**config.mk**
```make
export PLATFORM = sky130hd
export DESIGN_NAME = ps2_key_decoder
export DESIGN_NICKNAME = d
export VERILOG_FILES = /design/src/rtl/ps2_key_decoder.sv
export SDC_FILE = /design/constraint.sdc
export NUM_CORES = 1
export LEC_CHECK = 0
export CAP_MARGIN = 20
export CORE_ASPECT_RATIO = 0.6
export CORE_UTILIZATION = 30
export CTS_CLUSTER_DIAMETER = 80
export CTS_CLUSTER_SIZE = 8
export DETAILED_ROUTE_END_ITERATION = 8
export MAX_ROUTING_LAYER = met4
export PLACE_DENSITY = 0.54
export SKIP_LAST_GASP = 1
export SYNTH_ARGS = -nofsm -noshare
export SYNTH_HDL_FRONTEND = slang
export SYNTH_SLANG_ARGS = --single-unit
```
**constraint.sdc**
```tcl
create_clock -name clk -period 2.2 [get_ports clk]
set_input_delay 0.22 -clock clk [delete_from_list [all_inputs] [get_ports clk]]
set_output_delay 0.22 -clock clk [all_outputs]
set_load 0.005 [all_outputs]
```
**src/rtl/ps2_key_decoder.sv**
```systemverilog
// PS/2 keyboard receiver and game-key decoder: turns make/break scan codes
// (with E0/F0 prefixes) into held levels for left, right and jump.
module ps2_key_decoder #(
    parameter int TIMEOUT_CYCLES = 100000,
    parameter int SYNC_STAGES    = 2
) (
    input  logic       clk,
    input  logic       rst,
    input  logic       ps2_clk,
    input  logic       ps2_data,
    output logic       left,
    output logic       right,
    output logic       jump,
    output logic [7:0] code,
    output logic       code_valid,
    output logic       frame_err
);

    localparam int TW = $clog2(TIMEOUT_CYCLES + 1);

    typedef enum logic [1:0] {IDLE, DATA, PARITY, STOP} state_t;

    state_t                 state, state_d;
    logic [SYNC_STAGES-1:0] clk_sync, data_sync;
    logic                   prev_clk;
    logic                   clk_s, data_s, fall;
    logic [2:0]             bit_cnt, bit_cnt_d;
    logic [7:0]             shift, shift_d;
    logic                   par, par_d;
    logic [TW-1:0]          timer, timer_d;
    logic                   accept, err;
    logic                   ext, brk;
    logic [8:0]             key;
    logic                   hit_left, hit_right, hit_jump;

    assign clk_s  = clk_sync[SYNC_STAGES-1];
    assign data_s = data_sync[SYNC_STAGES-1];
    assign fall   = prev_clk & ~clk_s;

    // Loaded with 1 so that reset looks like an idle line and creates no fall.
    always_ff @(posedge clk or negedge rst) begin
        if (!rst) begin
            clk_sync  <= '1;
            data_sync <= '1;
            prev_clk  <= 1'b1;
        end else begin
            clk_sync  <= {clk_sync[SYNC_STAGES-2:0], ps2_clk};
            data_sync <= {data_sync[SYNC_STAGES-2:0], ps2_data};
            prev_clk  <= clk_s;
        end
    end

    always_ff @(posedge clk or negedge rst) begin
        if (!rst) begin
            state   <= IDLE;
            bit_cnt <= '0;
            shift   <= '0;
            par     <= 1'b0;
            timer   <= '0;
        end else begin
            state   <= state_d;
            bit_cnt <= bit_cnt_d;
            shift   <= shift_d;
            par     <= par_d;
            timer   <= timer_d;
        end
    end

    always_comb begin
        state_d   = state;
        bit_cnt_d = bit_cnt;
        shift_d   = shift;
        par_d     = par;
        timer_d   = '0;
        accept    = 1'b0;
        err       = 1'b0;

        if (state != IDLE)
            timer_d = fall ? '0 : timer + TW'(1);

        case (state)
            IDLE: begin
                if (fall) begin
                    if (!data_s) begin
                        state_d   = DATA;
                        bit_cnt_d = '0;
                    end else begin
                        err = 1'b1;
                    end
                end
            end
            DATA: begin
                if (fall) begin
                    shift_d   = {data_s, shift[7:1]};
                    bit_cnt_d = bit_cnt + 3'd1;
                    if (bit_cnt == 3'd7)
                        state_d = PARITY;
                end
            end
            PARITY: begin
                if (fall) begin
                    par_d   = data_s;
                    state_d = STOP;
                end
            end
            STOP: begin
                if (fall) begin
                    state_d = IDLE;
                    if (data_s && (^{shift, par}))
                        accept = 1'b1;
                    else
                        err = 1'b1;
                end
            end
            default: state_d = IDLE;
        endcase

        // Stalled partial frame: abandon it so the next start bit is recognised.
        if (state != IDLE && !fall && timer == TW'(TIMEOUT_CYCLES - 1)) begin
            state_d = IDLE;
            err     = 1'b1;
            timer_d = '0;
        end
    end

    assign key       = {ext, shift};
    assign hit_left  = (key == 9'h16B) || (key == 9'h01C);
    assign hit_right = (key == 9'h174) || (key == 9'h023);
    assign hit_jump  = (key == 9'h029) || (key == 9'h01D) || (key == 9'h175);

    always_ff @(posedge clk or negedge rst) begin
        if (!rst) begin
            code       <= 8'h00;
            code_valid <= 1'b0;
            frame_err  <= 1'b0;
            ext        <= 1'b0;
            brk        <= 1'b0;
            left       <= 1'b0;
            right      <= 1'b0;
            jump       <= 1'b0;
        end else begin
            code_valid <= accept;
            frame_err  <= err;
            if (accept) begin
                code <= shift;
                if (shift == 8'hE0) begin
                    ext <= 1'b1;
                end else if (shift == 8'hF0) begin
                    brk <= 1'b1;
                end else begin
                    if (hit_left)  left  <= ~brk;
                    if (hit_right) right <= ~brk;
                    if (hit_jump)  jump  <= ~brk;
                    ext <= 1'b0;
                    brk <= 1'b0;
                end
            end else if (err) begin
                ext <= 1'b0;
                brk <= 1'b0;
            end
        end
    end

endmodule
```
==> results.json <==
{
  "clock_latency_ns": 0.29,
  "wl_um": 5000,
  "internal_power_mw": 2.27,
  "clkTransAtPathRegs_ns": 0.06,
  "finalSetupTns_ns": 0,
  "p_leak_nw": 1.34,
  "cp.required_ns": 2.36,
  "io_buffer_count": 16,
  "pwr-share-seq_pct": 38.0,
  "grt_pass1_vias": 1730,
  "yosysWarnings": 0,
  "cp.arrival_ns": 2.24,
  "slowest_delay_ns": 0.48,
  "maxCapViolCount": 0,
  "antenna_left": 0,
  "cts_tree": "done",
  "run_status": "completed",
  "syn_inst": 238,
  "clock-sinks": 51,
  "final_cell_mix": "dfrtp_1, nor2_1, nand2_1, clkdlybuf4s50_1, mux2_2",
  "switching_share_pct": 31.5,
  "post-route-min-period_ns": 2.08,
  "tightest_slew_ns": 0.469,
  "ys_seq_area_share_pct": 50.1,
  "place_hpwl_um": 3710,
  "dieArea_um2": 8910,
  "synth.net_count": 249,
  "synth_area_um2": 2560,
  "setup_viol": 0,
  "hold_path.class": "in2reg",
  "worst_ir_drop_vdd_uv": 453,
  "n_fill_cell": 797,
  "wl_per_cell_um": 13.3,
  "cts.path.max_buffers": 2,
  "clkPwrFrac_pct": 26.9,
  "place_inst": 366,
  "gp_congestion": 0.774,
  "grt-ovfl-total": 0,
  "powerDensity_nw_per_um2": 1070,
  "post-route-drc-count": 0,
  "io_pins": 17,
  "die_width_um": 121,
  "die_h_um": 73.5,
  "first_pass_iters": 4,
  "nNetsFinal": 277,
  "cts_setup_buffers": 0,
  "skew_ns": 0.00893,
  "ys_async_sr_fraction_pct": 100,
  "final_common_cell": "dfrtp_1",
  "via_per_inst": 4.73,
  "cp_max_fo": 12,
  "path_cells": "xor2_1 -> xnor3_2 -> mux2i_4 -> buf_4 -> o31ai_1 -> o41ai_1",
  "grt_usage_pct": 13.1,
  "register_area_um2": 1280,
  "synth_area_per_cell_um2": 10.7,
  "grt_pass1_wl_um": 8800,
  "maxSlewViolCount": 0,
  "antenna_cells": 0,
  "cp-start-kind": "register",
  "worstSetupPathType": "reg2reg",
  "slowest_stage": "xnor3_2",
  "numCtsBuffers": 5,
  "finalCritPeriodShare_pct": 94.5,
  "via_count": 1773,
  "switchingPower_mw": 1.04,
  "row_count": 25,
  "cts-root-buf": "clkbuf_16",
  "drive_gt1_share_pct": 17.6,
  "power.share.combinational_pct": 35.1,
  "final_cells": 375,
  "clock.fmax_mhz": 481,
  "multi_input_area_um2": 1210,
  "synth_edf_count": 0,
  "grt_max_degree": 37,
  "synthFlopType": "dfrtp_1",
  "end_kind": "register",
  "fin_util_pct": 38.5,
  "synthToLayoutAreaGrowth_pct": 21.4,
  "antenna_found_initial": 0,
  "start_util_pct": 31.7,
  "ys_ff_latch": 51,
  "core_area_um2": 8070,
  "ctsHtreeMaxLevel": 2,
  "hold_viol": 0,
  "synth_cell_type_count": 45,
  "relSlewSlack_pct": 68.4,
  "drt_iter0_markers": 144
}
## state kept, by name, indices dropped and copies added, names as in the netlist, 2 cells and up
name,count
clk_sync,2
bit_cnt,3
state,2
code,8
shift,8
data_sync,2
timer,17
## per-stage QoR
| step | cell area, um^2 | setup WS (ns) | hold slack, ns | total power, mW |
|---|---|---|---|---|
| 5_1_grt | 3100 | -0.0295 | 0.334 | 3.54 |
| 3_3_place_gp | 2910 | 0.189 | 0.158 | 2.41 |
| 6_report | 3100 | 0.121 | 0.343 | 3.31 |
| 4_1_cts | 3090 | 0.114 | 0.337 | 3.32 |
| 3_5_place_dp | 2910 | 0.129 | 0.157 | 2.42 |
| 2_1_floorplan | 2560 | 0.214 | -0.0756 | 2.08 |
## area by class of cell
cell class              instances  share of cell area, %
flip-flops and latches         51                   41.4
multi-input cells             170                   39.0
repair buffers                 29                   8.63
clock buffers                   6                   4.47
well taps                     108                   4.35
clock inverters                 2                   1.13
inverters                       9                   1.09
## power by group through the flow
stage / logic, mW / clock network (mW) / registers, mW
floorplan: 0.852 / 0 / 1.23
global placement: 1.15 / 0 / 1.26
detailed placement: 1.15 / 0 / 1.27
CTS: 1.15 / 0.918 / 1.25
global route: 1.30 / 0.948 / 1.29
finish: 1.16 / 0.891 / 1.26
## layer usage
metal  vias up  GRT usage [%]  part of all wire (%)
met5         -              -                     0
met4         0           3.70                  0.56
met3         2           2.10                   3.5
met2        37           16.4                    37
met1       841           20.8                    59
li1        893              -                     -
## cell families (layout without fill, tap and decap cells)
kind of cell	Yosys count	count (layout)	share of synthesized area, %
xor+xnor	21	21	8.90
fa+ha+maj	7	7	3.42
compound gates	26	26	6.65
mux	19	19	8.61
simple gates	97	97	19.2
flops	51	51	50.1
buf+inv	17	46	3.08
## cell usage after synthesis, types with 2 or more instances
library cell / instances / share of area (%)
o21ai_0: 11 / 2.2
nor3_1: 11 / 2.2
nor4b_1: 2 / 0.69
nand2b_1: 4 / 0.98
a21oi_1: 3 / 0.59
nand3b_1: 2 / 0.59
xnor2_1: 10 / 3.4
or4_1: 2 / 0.59
nor4_1: 3 / 0.73
clkbuf_1: 3 / 0.44
o41ai_1: 2 / 0.69
ha_1: 7 / 3.4
nand2_1: 22 / 3.2
nor3b_1: 3 / 0.88
inv_1: 9 / 1.3
and3_1: 5 / 1.2
nand3_1: 5 / 0.98
o31ai_1: 2 / 0.59
dfstp_2: 5 / 5.1
xor2_1: 8 / 2.7
nor2b_1: 2 / 0.49
buf_2: 3 / 0.59
nor2_1: 25 / 3.7
and2_1: 2 / 0.49
mux2i_1: 4 / 1.6
mux2_2: 14 / 6.2
dfrtp_1: 46 / 45
nand4_1: 5 / 1.2
o21bai_1: 2 / 0.59
## final timing paths
| path | startpoint | to | slack, ns | cells past startpoint |
|---|---|---|---|---|
| worst min register to register | data_sync[0] | data_sync[1] | 0.36 | 0 |
| max in group asynchronous | rst | bit_cnt[2] | 1.28 | 3 |
| min in group asynchronous | rst | par | 0.40 | 2 |
| worst max-delay path | shift[4] | left | 0.12 | 6 |
| worst max register to register | shift[4] | left | 0.12 | 6 |
| worst min-delay path | ps2_data | data_sync[0] | 0.34 | 1 |
## worst max-delay path, delay by kind of cell (launching register included)
family	cells	cell delay [ns]
AOI/OAI and AO/OA	2	0.35
DFF	1	0.46
xor gates and xnor gates	2	0.66
muxes	1	0.26
buffers and inverters	1	0.22
## timing repair
| action | 4_1_cts | 5_1_grt |
|---|---|---|
| endpoints found under the hold margin | 10 | 0 |
| resized for setup | 0 | 3 |
| hold buffers | 1 | 0 |
| setup endpoints to repair | 0 | 3 |
Power figures use the tool's default switching activity.
